File: config.mk
export PLATFORM = sky130hd
export DESIGN_NAME = sample_capture
export DESIGN_NICKNAME = d
export VERILOG_FILES = /design/src/rtl/la_pkg.sv /design/src/rtl/sample_tick_gen.sv /design/src/rtl/sample_capture.sv
export SDC_FILE = /design/constraint.sdc
export NUM_CORES = 1
export LEC_CHECK = 0
export ABC_AREA = 1
export CAP_MARGIN = 20
export CORE_ASPECT_RATIO = 0.8
export CORE_UTILIZATION = 45
export DETAILED_ROUTE_END_ITERATION = 10
export PLACE_DENSITY = 0.71
export SYNTH_ARGS = -nofsm -noshare
export SYNTH_HDL_FRONTEND = slang
export SYNTH_HIERARCHICAL = 1
export SYNTH_SLANG_ARGS = --single-unit
File: constraint.sdc
create_clock -name clk -period 6.64 [get_ports clk]
set_input_delay 1.328 -clock clk [delete_from_list [all_inputs] [get_ports clk]]
set_output_delay 1.328 -clock clk [all_outputs]
set_load 0.005 [all_outputs]
File: src/rtl/la_pkg.sv
// Shared logic-analyzer definitions used by both the capture side and the
// VGA display path: FSM state encoding, default buffer geometry, and a helper
// for sizing the sample counters.
package la_pkg;

    localparam int LA_CHANNEL_COUNT    = 10;
    localparam int LA_SAMPLE_BUFF_SIZE = 160;

    typedef enum logic [2:0] {
        ST_IDLE    = 3'd0,
        ST_PREFILL = 3'd1,
        ST_ARMED   = 3'd2,
        ST_POST    = 3'd3,
        ST_DONE    = 3'd4
    } la_state_t;

    // Counter width able to hold every value from 0 up to depth inclusive.
    function automatic int la_count_width(input int depth);
        return $clog2(depth + 1);
    endfunction

endpackage

File: src/rtl/sample_tick_gen.sv
// Sample-rate divider: produces a one-cycle tick every sample_div+1 cycles
// while run is high. The >= compare lets a lowered sample_div take effect
// immediately instead of waiting for the counter to wrap.
module sample_tick_gen
    import la_pkg::*;
#(
    parameter int DIV_WIDTH = 16
) (
    input  logic                 clk,
    input  logic                 reset,
    input  logic                 run,
    input  logic                 clear,
    input  logic [DIV_WIDTH-1:0] sample_div,
    output logic                 tick
);

    logic [DIV_WIDTH-1:0] div_cnt;

    assign tick = run && !clear && (div_cnt >= sample_div);

    // Divider counter: restarts on clear, on every tick, and while stopped.
    always_ff @(posedge clk) begin
        if (!reset) begin
            div_cnt <= '0;
        end else if (clear || !run || tick) begin
            div_cnt <= '0;
        end else begin
            div_cnt <= div_cnt + 1'b1;
        end
    end

endmodule

File: src/rtl/sample_capture.sv
// Writer side of the logic-analyzer sample buffers. Samples the probe
// channels at the divided rate, waits for a trigger edge on the selected
// channel, and drives the shared shift/s_in strobe of the per-channel buffers
// through pre-trigger and post-trigger fill before freezing them in DONE.
// Build option: define LA_INPUT_SYNC_EN to put a 2-flop synchroniser on
// chan_in (adds 2 clk of input-to-s_in latency); leave it undefined only when
// chan_in is already in the clk domain.
module sample_capture
    import la_pkg::*;
#(
    parameter int CHANNEL_COUNT     = LA_CHANNEL_COUNT,
    parameter int SAMPLE_BUFF_SIZE  = LA_SAMPLE_BUFF_SIZE,
    parameter int POST_TRIG_SAMPLES = 80,
    parameter int DIV_WIDTH         = 16
) (
    input  logic                             clk,
    input  logic                             reset,
    input  logic [CHANNEL_COUNT-1:0]         chan_in,
    input  logic [CHANNEL_COUNT-1:0]         chan_enable,
    input  logic [DIV_WIDTH-1:0]             sample_div,
    input  logic [$clog2(CHANNEL_COUNT)-1:0] trig_chan,
    input  logic                             trig_rising,
    input  logic                             arm,
    output logic                             shift,
    output logic [CHANNEL_COUNT-1:0]         s_in,
    output logic                             armed,
    output logic                             done
);

    localparam int CNT_WIDTH  = la_count_width(SAMPLE_BUFF_SIZE);
    localparam int TRIG_WIDTH = $clog2(CHANNEL_COUNT);
    localparam logic [CNT_WIDTH-1:0] PRE_SAMPLES  = CNT_WIDTH'(SAMPLE_BUFF_SIZE - POST_TRIG_SAMPLES);
    localparam logic [CNT_WIDTH-1:0] POST_SAMPLES = CNT_WIDTH'(POST_TRIG_SAMPLES);
    localparam logic [CNT_WIDTH-1:0] CNT_ONE      = CNT_WIDTH'(1);

    la_state_t                state;
    logic [CNT_WIDTH-1:0]     pre_cnt;
    logic [CNT_WIDTH-1:0]     post_cnt;
    logic [CHANNEL_COUNT-1:0] chan_sync;
    logic [CHANNEL_COUNT-1:0] smp;
    logic                     prev;
    logic                     cur_bit;
    logic                     raw_bit;
    logic                     trig_en;
    logic                     trig;
    logic                     run;
    logic                     tick;

`ifdef LA_INPUT_SYNC_EN
    logic [CHANNEL_COUNT-1:0] sync_meta;
    logic [CHANNEL_COUNT-1:0] sync_out;

    // Two-flop synchroniser bringing the asynchronous probe pins into clk.
    always_ff @(posedge clk) begin
        if (!reset) begin
            sync_meta <= '0;
            sync_out  <= '0;
        end else begin
            sync_meta <= chan_in;
            sync_out  <= sync_meta;
        end
    end

    assign chan_sync = sync_out;
`else
    assign chan_sync = chan_in;
`endif

    assign smp = chan_sync & chan_enable;
    assign run = (state == ST_PREFILL) || (state == ST_ARMED) || (state == ST_POST);

    // Pick the trigger channel; an index past the last channel selects nothing.
    always_comb begin
        cur_bit = 1'b0;
        raw_bit = 1'b0;
        trig_en = 1'b0;
        for (int i = 0; i < CHANNEL_COUNT; i++) begin
            if (trig_chan == TRIG_WIDTH'(i)) begin
                cur_bit = smp[i];
                raw_bit = chan_sync[i];
                trig_en = chan_enable[i];
            end
        end
    end

    assign trig = trig_en && (trig_rising ? (!prev && cur_bit) : (prev && !cur_bit));

    sample_tick_gen #(
        .DIV_WIDTH (DIV_WIDTH)
    ) u_tick_gen (
        .clk        (clk),
        .reset      (reset),
        .run        (run),
        .clear      (arm),
        .sample_div (sample_div),
        .tick       (tick)
    );

    // Capture FSM with registered shift strobe, sample data and status flags.
    always_ff @(posedge clk) begin
        if (!reset) begin
            state    <= ST_IDLE;
            pre_cnt  <= '0;
            post_cnt <= '0;
            prev     <= 1'b0;
            shift    <= 1'b0;
            s_in     <= '0;
            armed    <= 1'b0;
            done     <= 1'b0;
        end else begin
            shift <= 1'b0;
            if (arm) begin
                pre_cnt  <= '0;
                post_cnt <= '0;
                prev     <= raw_bit;
                armed    <= 1'b1;
                done     <= 1'b0;
                state    <= (PRE_SAMPLES == '0) ? ST_ARMED : ST_PREFILL;
            end else if (tick) begin
                shift <= 1'b1;
                s_in  <= smp;
                prev  <= cur_bit;
                case (state)
                    ST_PREFILL: begin
                        pre_cnt <= pre_cnt + 1'b1;
                        if (pre_cnt + 1'b1 == PRE_SAMPLES) begin
                            state <= ST_ARMED;
                        end
                    end
                    ST_ARMED: begin
                        if (trig) begin
                            post_cnt <= CNT_ONE;
                            armed    <= 1'b0;
                            if (POST_SAMPLES == CNT_ONE) begin
                                state <= ST_DONE;
                                done  <= 1'b1;
                            end else begin
                                state <= ST_POST;
                            end
                        end
                    end
                    ST_POST: begin
                        post_cnt <= post_cnt + 1'b1;
                        if (post_cnt + 1'b1 == POST_SAMPLES) begin
                            state <= ST_DONE;
                            done  <= 1'b1;
                        end
                    end
                    default: begin
                    end
                endcase
            end
        end
    end

endmodule

==> results of run 1 <==
-- cell families after synthesis --
kind of cell | after synthesis
AO/OA/AOI/OAI | 60
AND/OR/NAND/NOR | 216
adder cells (fa/ha/maj) | 20
buffers and inverters | 74
XOR/XNOR | 23
flip-flops | 49
-- how the worst max path moves through the flow --
stage                         from     endpoint  slack [ns]  cells past startpoint
finish              sample_div[15]      s_in[4]        2.43                     12
global route         sample_div[3]      s_in[4]        2.08                     16
CTS                 sample_div[15]      s_in[4]        2.43                     12
detailed placement  sample_div[15]      s_in[4]        2.11                     12
global placement    sample_div[15]      s_in[4]        2.19                     12
floorplan            sample_div[3]  post_cnt[6]        3.32                     15
-- cell type report --
class | count | area, sq um
clock buffer | 7 | 86.3
fill | 617 | 2680
timing repair buffer | 56 | 561
tap | 84 | 105
inverter | 70 | 263
multi-input combinational | 319 | 1830
sequential | 49 | 981
clock inverter | 1 | 30.0
-- state kept, by name (all words and copies together), names as in the netlist --
signal              flops
armed                   1
state                   3
done                    1
post_cnt                8
pre_cnt                 8
prev                    1
shift                   1
u_tick_gen/div_cnt     16
s_in                   10
-- per-stage QoR --
step	power (mW)	util, %	setup WS (ns)	area [sq um]
finish	0.582	59.0	2.43	3850
global route	0.613	59.0	2.08	3850
CTS	0.590	59.0	2.43	3850
detailed placement	0.369	57.2	2.11	3740
global placement	0.368	57.2	2.19	3740
floorplan	0.332	-	3.32	3100
-- per-layer routing --
layer | global-route usage, % | share of wire (%) | vias up
li1 | - | - | 1541
met1 | 25.8 | 49 | 1284
met2 | 32.7 | 46 | 48
met3 | 3.39 | 4.0 | 6
met4 | 5.91 | 0.78 | 0
met5 | 0 | 0 | -
-- cell usage in the layout, fill, tap and decap left out, types with 3 or more instances in the layout --
| cell type | count |
|---|---|
| sky130_fd_sc_hd__a21oi_1 | 35 |
| sky130_fd_sc_hd__clkbuf_8 | 6 |
| sky130_fd_sc_hd__clkdlybuf4s50_1 | 56 |
| sky130_fd_sc_hd__dfxtp_1 | 49 |
| sky130_fd_sc_hd__ha_1 | 20 |
| sky130_fd_sc_hd__inv_1 | 65 |
| sky130_fd_sc_hd__inv_2 | 3 |
| sky130_fd_sc_hd__nand2_1 | 79 |
| sky130_fd_sc_hd__nand2_2 | 4 |
| sky130_fd_sc_hd__nand3_1 | 42 |
| sky130_fd_sc_hd__nand3_4 | 4 |
| sky130_fd_sc_hd__nand4_1 | 7 |
| sky130_fd_sc_hd__nor2_1 | 50 |
| sky130_fd_sc_hd__nor2_2 | 12 |
| sky130_fd_sc_hd__nor3_1 | 9 |
| sky130_fd_sc_hd__o21ai_0 | 11 |
| sky130_fd_sc_hd__xnor2_1 | 7 |
| sky130_fd_sc_hd__xor2_1 | 16 |
-- power breakdown --
group          internal, mW  switching [mW]  total [mW]  leakage, nW
Clock                 0.123          0.0971       0.220       0.0585
Combinational        0.0341          0.0316      0.0657         1.08
Sequential            0.295        0.000864       0.296        0.395
Total                 0.452           0.130       0.582         1.53
-- worst reg2reg max path, cell delays in order (launching register included) --
cell and delay [ns]:
sky130_fd_sc_hd__dfxtp_1 0.37, sky130_fd_sc_hd__ha_1 0.33, sky130_fd_sc_hd__nand4_1 0.11, sky130_fd_sc_hd__nor3_1 0.25, sky130_fd_sc_hd__nand2_2 0.12, sky130_fd_sc_hd__a21oi_1 0.41, sky130_fd_sc_hd__inv_1 0.18, sky130_fd_sc_hd__nor2_1 0.64
sky130_fd_sc_hd__inv_1 0.32, sky130_fd_sc_hd__a21oi_1 0.19, sky130_fd_sc_hd__nor2_1 0.06
==> results.txt, run 1 <==
The run finished with clean final reports. TritonCTS built the clock tree. The post-synthesis simple-gate area fraction is 33.3%. The repair_antennas step left the layout with diodes totalling 0. The number of buffer and inverter stages on the critical path is 4. Entering global routing, the biggest net connects 17 pins.

The floorplan has 26 rows. The via count of the first global-routing pass came out at 2656. The area of the die is 7230 sq um. The final critical-path share of the clock period is 63.4%. The most used flip-flop cell after synthesis is sky130_fd_sc_hd__dfxtp_1. The critical path is of the primary input to flop type.

The die outline width is 94.8 um. The worst register-to-register path has a depth of 10. The critical path's top delay family is simple AND/OR/NAND/NOR gates. The worst register-to-register path begins at u_tick_gen/div_cnt[11].

The clock edge transition at the registers on the reported setup and hold paths is 0.09 ns. The launch point of the worst hold path is done. The final cell count without fillers is 586. Detailed placement ended at an HPWL of 5270 um. The initial utilization of the core area, before any placement, comes to 47.5%. The share of post-route cells with drive strength above 1 is 7.97%. Counting stages on the worst path, the most repeated cell is sky130_fd_sc_hd__inv_1. The required time of the worst setup path is 6.84 ns. IR analysis of the VDD net gives a maximum drop of 0.0784 mV. The path with the worst hold slack has its endpoint at done. The sequential cell area fraction in the yosys report came out at 31.6%. Sorting the synthesized cells by area gives the leading types as sky130_fd_sc_hd__dfxtp_1 (32%), sky130_fd_sc_hd__nand2_1 (9.6%), sky130_fd_sc_hd__ha_1 (8.1%). The synthesized-area fraction occupied by ao, oa, aoi and oai cells is 11.1%. The area added between synthesis and finish is 24.2%. The transition time at the pin with the least slew margin is 0.784 ns.

Traced cell by cell, the critical path runs through clkdlybuf4s50_1, inv_1, ha_1, nand2_1, nor3_1, nand2_2, a21oi_1, inv_1, nor2_1, inv_1, a21oi_1, nor2_1. The first TritonRoute pass finished after 4 iterations. The number of maximum-capacitance constraint violations came out at 0. STA classifies the critical path endpoint as a flop.

The number of buffers inserted by post-CTS setup repair is 0. The area share of the leading cell type in the synthesized netlist is 31.6%. The count of pins on the block boundary came out at 57. Of the total synthesized cell area, the portion taken by full adders, half adders and majority gates is 8.06%. The net count of the mapped netlist came out at 506.

The cell area after synthesis came out at 3100 sq um. The worst hold path depth is 2. Ranked by instance count, the synthesized netlist is headed by sky130_fd_sc_hd__nand2_1 (79), sky130_fd_sc_hd__inv_1 (65), sky130_fd_sc_hd__nor2_1 (50). The overall overflow remaining after global route came out at 0. The area of the core region came out at 6540 sq um. After synthesis, the largest family of logic cells by area is simple AND/OR/NAND/NOR gates.

In this run the deepest clock path goes through 2 buffers. The highest attainable clock frequency came out at 237 MHz. The final-report setup violation count came out at 0. The path type of the worst min-delay path is flop to flop. The cell count after placement is 578.

The average vias per placed instance came out at 4.91. The cell area power density came out at 151 nW/um^2. The analysis attributes to cell leakage a power of 1.53 nW. The endpoint identified for the worst register-to-register timing path is s_in[4]. The number of H-tree levels came out at 2. The detail-routed net length per standard cell is 11.1 um. The post-synthesis cell type with the largest combined area is sky130_fd_sc_hd__dfxtp_1. The maximum fanout count along the critical path is 15. The overall routing resource usage came out at 19.7%. The data arrival at the endpoint of the critical path came out at 4.41 ns. The share of synthesized flip-flops with an asynchronous set or reset came out at 0%. The number of port buffers is 56. Measured against its own limit, the worst slew margin works out to 47.6%. The initial antenna violation count is 0. Subtracting the final worst setup slack from the clock period gives 4.21 ns.

The number of hold violations in the final report is 0. The average cell area after synthesis came out at 7.02 sq um. The number of enable-type register cells in the synthesized netlist is 0. The register-to-register setup slack came out at 3.56 ns. The total number of vias came out at 2879.

Across the routed clock network, the largest skew measured is 0.00546 ns. The count of clock tree sinks is 49. The netlist uses 35 different library cells. Buffers inserted to repair hold after CTS numbered 0.

The DRC marker count from the first detailed-route iteration is 126. The DRC violation count after routing came out at 0. The sum of negative setup slack came out at 0 ns. The highest cell delay on the worst timing path came out at 0.64 ns. The mux contribution to synthesized area is 0%. The wire length of the first global-routing pass is 11400 um. In this run, synthesis produced a sequential element count of 49.

The number of buffers added by the clock tree synthesis step is 5. The die boundary height is 76.3 um. The remaining antenna violation count came out at 0. The final weighted congestion in routability-driven placement is 0.838.

The synthesized-area fraction occupied by xor and xnor cells is 6.49%. Setup repair after global routing left no endpoint under its margin. The slowest stage of the critical path is the sky130_fd_sc_hd__nor2_1 cell. The root cell of the clock tree is sky130_fd_sc_hd__clkbuf_8. The count of pins over their slew limit was 0.

During synthesis, Yosys emitted a total of 6 warnings. The startpoint type of the worst setup path is a primary input. Across all hold checks on the routed design, the worst slack comes to 0.469 ns. The number of gates resized after CTS came out at 0. The number of nets in the finished design came out at 565.

The clock latency at the later pin of the worst-skew pair is 0.30 ns. By instance count, the leading cell after synthesis is sky130_fd_sc_hd__nand2_1. The routed wire length is 6530 um. The synthesized instance count came out at 442.
Power figures use the tool's default switching activity.
==> run 2: changes to the inputs <==
--- a/config.mk
+++ b/config.mk
@@ -10,7 +10,7 @@
 export CORE_ASPECT_RATIO = 0.8
 export CORE_UTILIZATION = 45
 export DETAILED_ROUTE_END_ITERATION = 10
-export PLACE_DENSITY = 0.71
+export PLACE_DENSITY = 0.74
 export SYNTH_ARGS = -nofsm -noshare
 export SYNTH_HDL_FRONTEND = slang
 export SYNTH_HIERARCHICAL = 1
==> constraint.sdc (replaced) <==
create_clock -name clk -period 3.8 [get_ports clk]
set_input_delay 0.76 -clock clk [delete_from_list [all_inputs] [get_ports clk]]
set_output_delay 0.76 -clock clk [all_outputs]
set_load 0.005 [all_outputs]
==> run 2 against run 1 <==
Hold slack worse by 0.020 ns; combinational power up 77%; setup slack worse by 1.6 ns; highest routed layer unchanged; critical path type unchanged; clock skew up 0.0026 ns; die area unchanged; power up 75%; clock power up 74%; final cell count up 0.51%; utilization up 0.34 points; routed wire length up 3.8%; via count up 1.5%; non-clock buffer count up 3.
==> results.txt, run 2 (synthesis results as in run 1) <==
The area added between synthesis and finish came out at 25.0%. The number of hold violations in the final report is 0 (unchanged). The initial antenna violation count came out at 0 (unchanged). The clock latency at the later pin of the worst-skew pair is 0.30 ns (about the same). The wire length of the first global-routing pass came out at 12000 um (+5.0%). The path type of the worst min-delay path is flop to flop.

The largest registers in the layout are u_tick_gen/div_cnt: 16 flops, s_in: 10 flops. The cell count after placement came to 581 (+0.52%). The final critical-path share of the clock period is 77.1%. The count of clock tree sinks was 49 (unchanged). The count of pins on the block boundary came to 57 (unchanged). The peak ir drop on the vdd network is 0.145 mV (+85%). The number of flip-flops in the largest register was 16 (unchanged). The DRC violation count after routing came out at 0 (unchanged). The number of standard-cell rows in the floorplan is 26 (unchanged).

TritonCTS built the clock tree. The starting density of the core came out at 47.5% (unchanged). The number of antenna diodes was 0 (unchanged).

The number of port buffers was 56 (unchanged). The area of the core region was 6540 sq um (unchanged). The DRC marker count from the first detailed-route iteration is 100 (-21%). The root buffer cell chosen for the clock tree is sky130_fd_sc_hd__clkbuf_8. The via count of the first global-routing pass came out at 2905 (+9.4%). The static leakage power came out at 1.55 nW (+1.1%).

The required time of the worst setup path came out at 3.99 ns (-2.85 ns). The die outline width is 94.8 um (unchanged). The average vias per placed instance is 4.96 (+0.98%). The number of maximum-capacitance constraint violations came to 0 (unchanged). The filler cell count came out at 624 (+1.1%). The final-report setup violation count came out at 0 (unchanged). The max-slew headroom at the worst pin is 69.7% (+22 points).

The detail-routed net length per standard cell is 11.5 um (+3.3%). STA classifies the critical path startpoint as a primary input. The number of gates resized after CTS came out at 0 (unchanged).

The post-detailed-placement half-perimeter wirelength is 5490 um (+4.1%). Static timing analysis puts the maximum clock frequency at 341 MHz. The number of search-and-repair iterations in the first detailed-routing pass came out at 6 (+2). The count of pins over their slew limit came to 0 (unchanged). The library cells used most frequently in the layout, excluding fill and tap cells, are sky130_fd_sc_hd__nand2_1 (79), sky130_fd_sc_hd__inv_1 (65), sky130_fd_sc_hd__clkdlybuf4s50_1 (56). The share of post-route cells with drive strength above 1 is 8.51% (+0.55 points).

The final cell count without fillers came out at 589 (+0.51%). The total power after layout came out at 1.02 mW (+75%). The remaining antenna violation count is 0 (unchanged). The data arrival at the endpoint of the critical path came to 3.12 ns (-1.29 ns). The die boundary height is 76.3 um (unchanged). The number of buffers added by the clock tree synthesis step came out at 5 (unchanged).

The sum of negative setup slack is 0 ns (unchanged). The number of nets in the finished design came out at 568 (+0.53%). The final core utilization came out at 59.3% (+0.34 points). The routed wire length is 6780 um (+3.8%). The maximum buffer depth of the clock tree was 2 (unchanged).

The cell area power density is 262 nW/um^2 (+74%). The transition time at the pin with the least slew margin came out at 0.452 ns (-0.331 ns). The total number of vias came to 2922 (+1.5%). The largest net degree at the start of global routing is 17 (unchanged). The overall routing resource usage is 20.1% (+0.48 points). The worst setup path is of the primary input to flop kind.

The maximum fanout count along the critical path came to 9 (-6). The worst setup path is captured at a flop. The clock period could shrink to 2.93 ns.

The run finished with clean final reports. u_tick_gen/div_cnt holds more flip-flops than any other register. The count of hold-fix buffers inserted at cts came out at 0 (unchanged).

The final weighted congestion in routability-driven placement came to 0.895 (+6.7%). The clock edge transition at the registers on the reported setup and hold paths was 0.09 ns (about the same). The overall overflow remaining after global route was 0 (unchanged).

The worst setup skew after layout is 0.00809 ns (+0.00263 ns). Leaving out fill and tap cells, the most frequent cell in the layout is sky130_fd_sc_hd__nand2_1. The number of H-tree levels is 2 (unchanged). The area of the die is 7230 sq um (unchanged).

Setup repair after global routing left no endpoint under its margin. The number of buffers inserted by post-CTS setup repair is 0 (unchanged).
## run 2: area by class of cell
class | count | area (sq um) | share of cell area, %
Timing Repair Buffer | 59 | 583 | 15.0
Sequential cell | 49 | 981 | 25.3
Multi-Input combinational cell | 319 | 1830 | 47.2
Tap cell | 84 | 105 | 2.71
Inverter | 70 | 263 | 6.78
Clock inverter | 1 | 30.0 | 0.774
Clock buffer | 7 | 86.3 | 2.23
## run 2: power by group
group | internal (mW) | switching (mW)
sequential | 0.516 | 0.00159
combinational | 0.0595 | 0.0565
clock | 0.215 | 0.168
## run 2: metrics by stage
step | worst slack [ns] | area, sq um | hold WS (ns)
global route | 0.669 | 3880 | 0.487
finish | 0.871 | 3880 | 0.449
global placement | 0.585 | 3760 | 0.442
floorplan | 1.05 | 3100 | 0.447
detailed placement | 0.532 | 3760 | 0.440
CTS | 0.877 | 3880 | 0.454
## run 2: worst paths after layout
| check | to | slack, ns | startpoint | cells after the start |
|---|---|---|---|---|
| max | pre_cnt[2] | 0.87 | sample_div[11] | 12 |
| min | done | 0.45 | done | 2 |
| max reg2reg | pre_cnt[2] | 1.44 | u_tick_gen/div_cnt[11] | 10 |
| min reg2reg | done | 0.45 | done | 2 |
## run 2: worst max-delay path, stage by stage
cell,delay [ns]
sky130_fd_sc_hd__clkdlybuf4s50_1,0.46
sky130_fd_sc_hd__inv_1,0.04
sky130_fd_sc_hd__ha_1,0.32
sky130_fd_sc_hd__a21oi_1,0.12
sky130_fd_sc_hd__o21ai_1,0.10
sky130_fd_sc_hd__a21oi_2,0.24
sky130_fd_sc_hd__a21oi_1,0.13
sky130_fd_sc_hd__buf_4,0.17
sky130_fd_sc_hd__nand2_1,0.19
sky130_fd_sc_hd__clkinv_1,0.27
sky130_fd_sc_hd__o21ai_0,0.25
sky130_fd_sc_hd__a21oi_1,0.06
## run 2: layer usage
metal | track usage [%] | up-vias | part of all wire, %
met2 | 35.5 | 55 | 48
met5 | 0 | - | 0
met4 | 4.70 | 0 | 1.0
li1 | - | 1555 | -
met3 | 3.89 | 8 | 4.3
met1 | 25.0 | 1304 | 47
==> run 3: changes to the inputs <==
==> constraint.sdc (replaced) <==
create_clock -name clk -period 2.55 [get_ports clk]
set_input_delay 0.51 -clock clk [delete_from_list [all_inputs] [get_ports clk]]
set_output_delay 0.51 -clock clk [all_outputs]
set_load 0.005 [all_outputs]
==> run 3 against run 2 <==
Via count up 2.9%; sequential cell count unchanged; design area up 1.8%; register-to-register slack worse by 1.1 ns; sequential share of layout area down 0.45 points; non-clock buffer count up 10; setup slack worse by 0.75 ns; power up 39%; critical path depth up 4; clock power up 21%; sequential power up 49%; die area unchanged.
==> results.txt, run 3 (synthesis results as in run 1) <==
The flow ran to the end, and the final reports show no timing, DRC or antenna violations. The register-to-register setup slack is 0.37 ns (-1.07 ns). The critical path class is primary input to flop. The cell occurring most often along the worst timing path is sky130_fd_sc_hd__nand2_1. The number of search-and-repair iterations in the first detailed-routing pass is 5 (-1). Setup repair after global routing could not meet its margin everywhere. The count of pins over their slew limit is 0 (unchanged). The count of clock tree sinks was 49 (unchanged).

The critical path goes through clkdlybuf4s50_1, inv_1, ha_1, nand2_1, nor2_1, nor2_1, nand2_1, nand2_1, nand2_1, nand2_2, a21oi_2, buf_4, nand3_1, a21oi_4, nand3_1, a21oi_1. The required time of the worst setup path is 2.78 ns (-1.21 ns). The number of standard-cell rows in the floorplan came out at 26 (unchanged). The sum of negative setup slack came out at 0 ns (unchanged).

The pre-CTS setup slack came out at -0.278 ns (-0.809 ns). The worst setup skew after layout came out at 0.00327 ns (-0.00483 ns). The die boundary height is 76.3 um (unchanged). Timing would allow up to 411 MHz.

The launch point of the worst hold path is s_in[6]. The number of buffer and inverter stages on the critical path came out at 3 (-1). Leaving out fill and tap cells, the most frequent cell in the layout is sky130_fd_sc_hd__nand2_1.

The filler cell count came out at 610 (-2.2%). The maximum buffer depth of the clock tree came out at 2 (unchanged). The worst setup path is captured at a flop.

Broken down by cell family, the worst path's largest delay share belongs to simple AND/OR/NAND/NOR gates. The number of H-tree levels is 2 (unchanged). The starting density of the core is 47.5% (unchanged). The time the worst path needs with I/O delays and setup came out at 2.43 ns.

TritonCTS built the clock tree. The routed wire length came out at 7010 um (+3.4%). The DRC violation count after routing is 0 (unchanged). The via count of the first global-routing pass came out at 2823 (-2.8%). The path type of the worst min-delay path is flop to flop.

The share of post-route cells with drive strength above 1 is 11.5% (+3.0 points). The least setup slack across all paths after layout is 0.118 ns (-0.754 ns). The end point of the critical path is done. The number of maximum-capacitance constraint violations came to 0 (unchanged).

The largest net degree at the start of global routing is 17 (unchanged). The startpoint of the most critical register-to-register path is u_tick_gen/div_cnt[0]. The number of buffers added by the clock tree synthesis step came to 5 (unchanged). The total power after layout came out at 1.41 mW (+39%). The final-report setup violation count came to 0 (unchanged). The final weighted congestion in routability-driven placement came out at 0.875 (-2.2%).

More flip-flops sit in one register than any other, and that register is u_tick_gen/div_cnt. The overall overflow remaining after global route is 0 (unchanged). The transition time at the pin with the least slew margin is 0.440 ns (-0.0122 ns).

The wire length of the first global-routing pass came to 11800 um (-0.92%). The number of hold violations in the final report came out at 0 (unchanged). The critical path starts at sample_div[3].

The max-slew headroom at the worst pin is 70.6% (+0.89 points). The clock latency at the later pin of the worst-skew pair is 0.30 ns (about the same). The remaining antenna violation count is 0 (unchanged).

The highest cell delay on the worst timing path is 0.46 ns (about the same). The overall routing resource usage came out at 20.5% (+0.33 points). The area of the die is 7230 sq um (unchanged).

The die outline width is 94.8 um (unchanged). The number of antenna diodes is 0 (unchanged). The number of flip-flops in the largest register came to 16 (unchanged). The largest registers in the layout are u_tick_gen/div_cnt: 16 flops, s_in: 10 flops. The worst register-to-register path ends at done.

Leaving out fill and tap cells, the most frequent cells in the layout are sky130_fd_sc_hd__nand2_1 (79), sky130_fd_sc_hd__inv_1 (65), sky130_fd_sc_hd__clkdlybuf4s50_1 (56). The initial antenna violation count is 0 (unchanged). The startpoint type of the worst setup path is a primary input. The clock edge transition at the registers on the reported setup and hold paths is 0.08 ns (about the same). The DRC marker count from the first detailed-route iteration was 120 (+20%). Compared with the post-synthesis result, the final layout area differs by 27.2%. The worst reg2reg path depth is 15 (+5). The static leakage power came out at 1.58 nW (+2.1%). The average vias per placed instance came to 5.03 (+1.3%). The maximum fanout count along the critical path came out at 4 (-5).

The area of the core region is 6540 sq um (unchanged). The number of nets in the finished design came out at 578 (+1.8%). The worst path uses 95.4% of the clock period. The cell area power density came to 358 nW/um^2 (+37%).

The count of pins on the block boundary is 57 (unchanged). The post-detailed-placement half-perimeter wirelength is 5490 um (+0.13%). The library cell contributing the largest single delay on the critical path is sky130_fd_sc_hd__clkdlybuf4s50_1. The total number of vias is 3006 (+2.9%).

The data arrival at the endpoint of the critical path was 2.66 ns (-0.46 ns). The peak ir drop on the vdd network is 0.226 mV (+56%). The tree is rooted in a sky130_fd_sc_hd__clkbuf_8. The number of cells on the critical path is 16 (+4). The count of hold-fix buffers inserted at cts is 0 (unchanged). The detail-routed net length per standard cell came to 11.7 um (+1.9%).

The number of port buffers is 56 (unchanged). The final core utilization came out at 60.4% (+1.1 points).
## run 3: changes by cell type in the layout (fill, tap and decap cells not counted), moves of 2 or more
cell / delta
sky130_fd_sc_hd__a21oi_1: -3
sky130_fd_sc_hd__a21oi_2: +3
sky130_fd_sc_hd__buf_4: +10
sky130_fd_sc_hd__nor2_1: -2
sky130_fd_sc_hd__nor2_2: +2
## run 3: repair_timing
item,4_1_cts,5_1_grt
gates resized for setup,0,7
setup endpoints to repair,0,26
setup buffers,0,1
## run 3: metrics by stage
step | cell area [sq um] | cells | hold WS [ns]
after floorplan | 3100 | 442 | 0.447
after global placement | 3830 | 590 | 0.456
after detailed placement | 3830 | 590 | 0.461
after CTS | 3920 | 597 | 0.478
after global routing | 3950 | 598 | 0.494
final | 3950 | 598 | 0.475
## run 3: worst min-delay path by stage
stage	endpoint	cells past startpoint
after CTS	s_in[9]	2
after floorplan	done	2
after global placement	done	2
after global routing	done	2
final	s_in[6]	2
after detailed placement	s_in[9]	2
## run 3: where the power goes
part / internal [mW] / leakage [nW] / total [mW] / switching, mW
clock network: 0.216 / 0.0443 / 0.464 / 0.248
registers: 0.768 / 0.395 / 0.770 / 0.00228
logic: 0.0917 / 1.14 / 0.177 / 0.0853
## run 3: area by class of cell
type	count	area (sq um)	area share (%)
multi-input cells	319	1850	46.9
flip-flops and latches	49	981	24.8
repair buffers	69	658	16.7
inverters	70	267	6.75
well taps	84	105	2.66
clock buffers	7	86.3	2.19
## run 3: metal layers
metal	track usage (%)	part of all wire (%)
met5	0	0
met4	6.36	1.5
met3	5.09	4.7
met2	35.0	48
met1	24.9	46
## run 3: worst reg2reg max path: cells and delay by family, from the launching register on
kind	cells	cell delay (ns)
AO/OA/AOI/OAI	3	0.50
AND/OR/NAND/NOR	9	0.68
adder cells (fa/ha/maj)	1	0.28
flip-flops	1	0.43
buffers and inverters	2	0.22
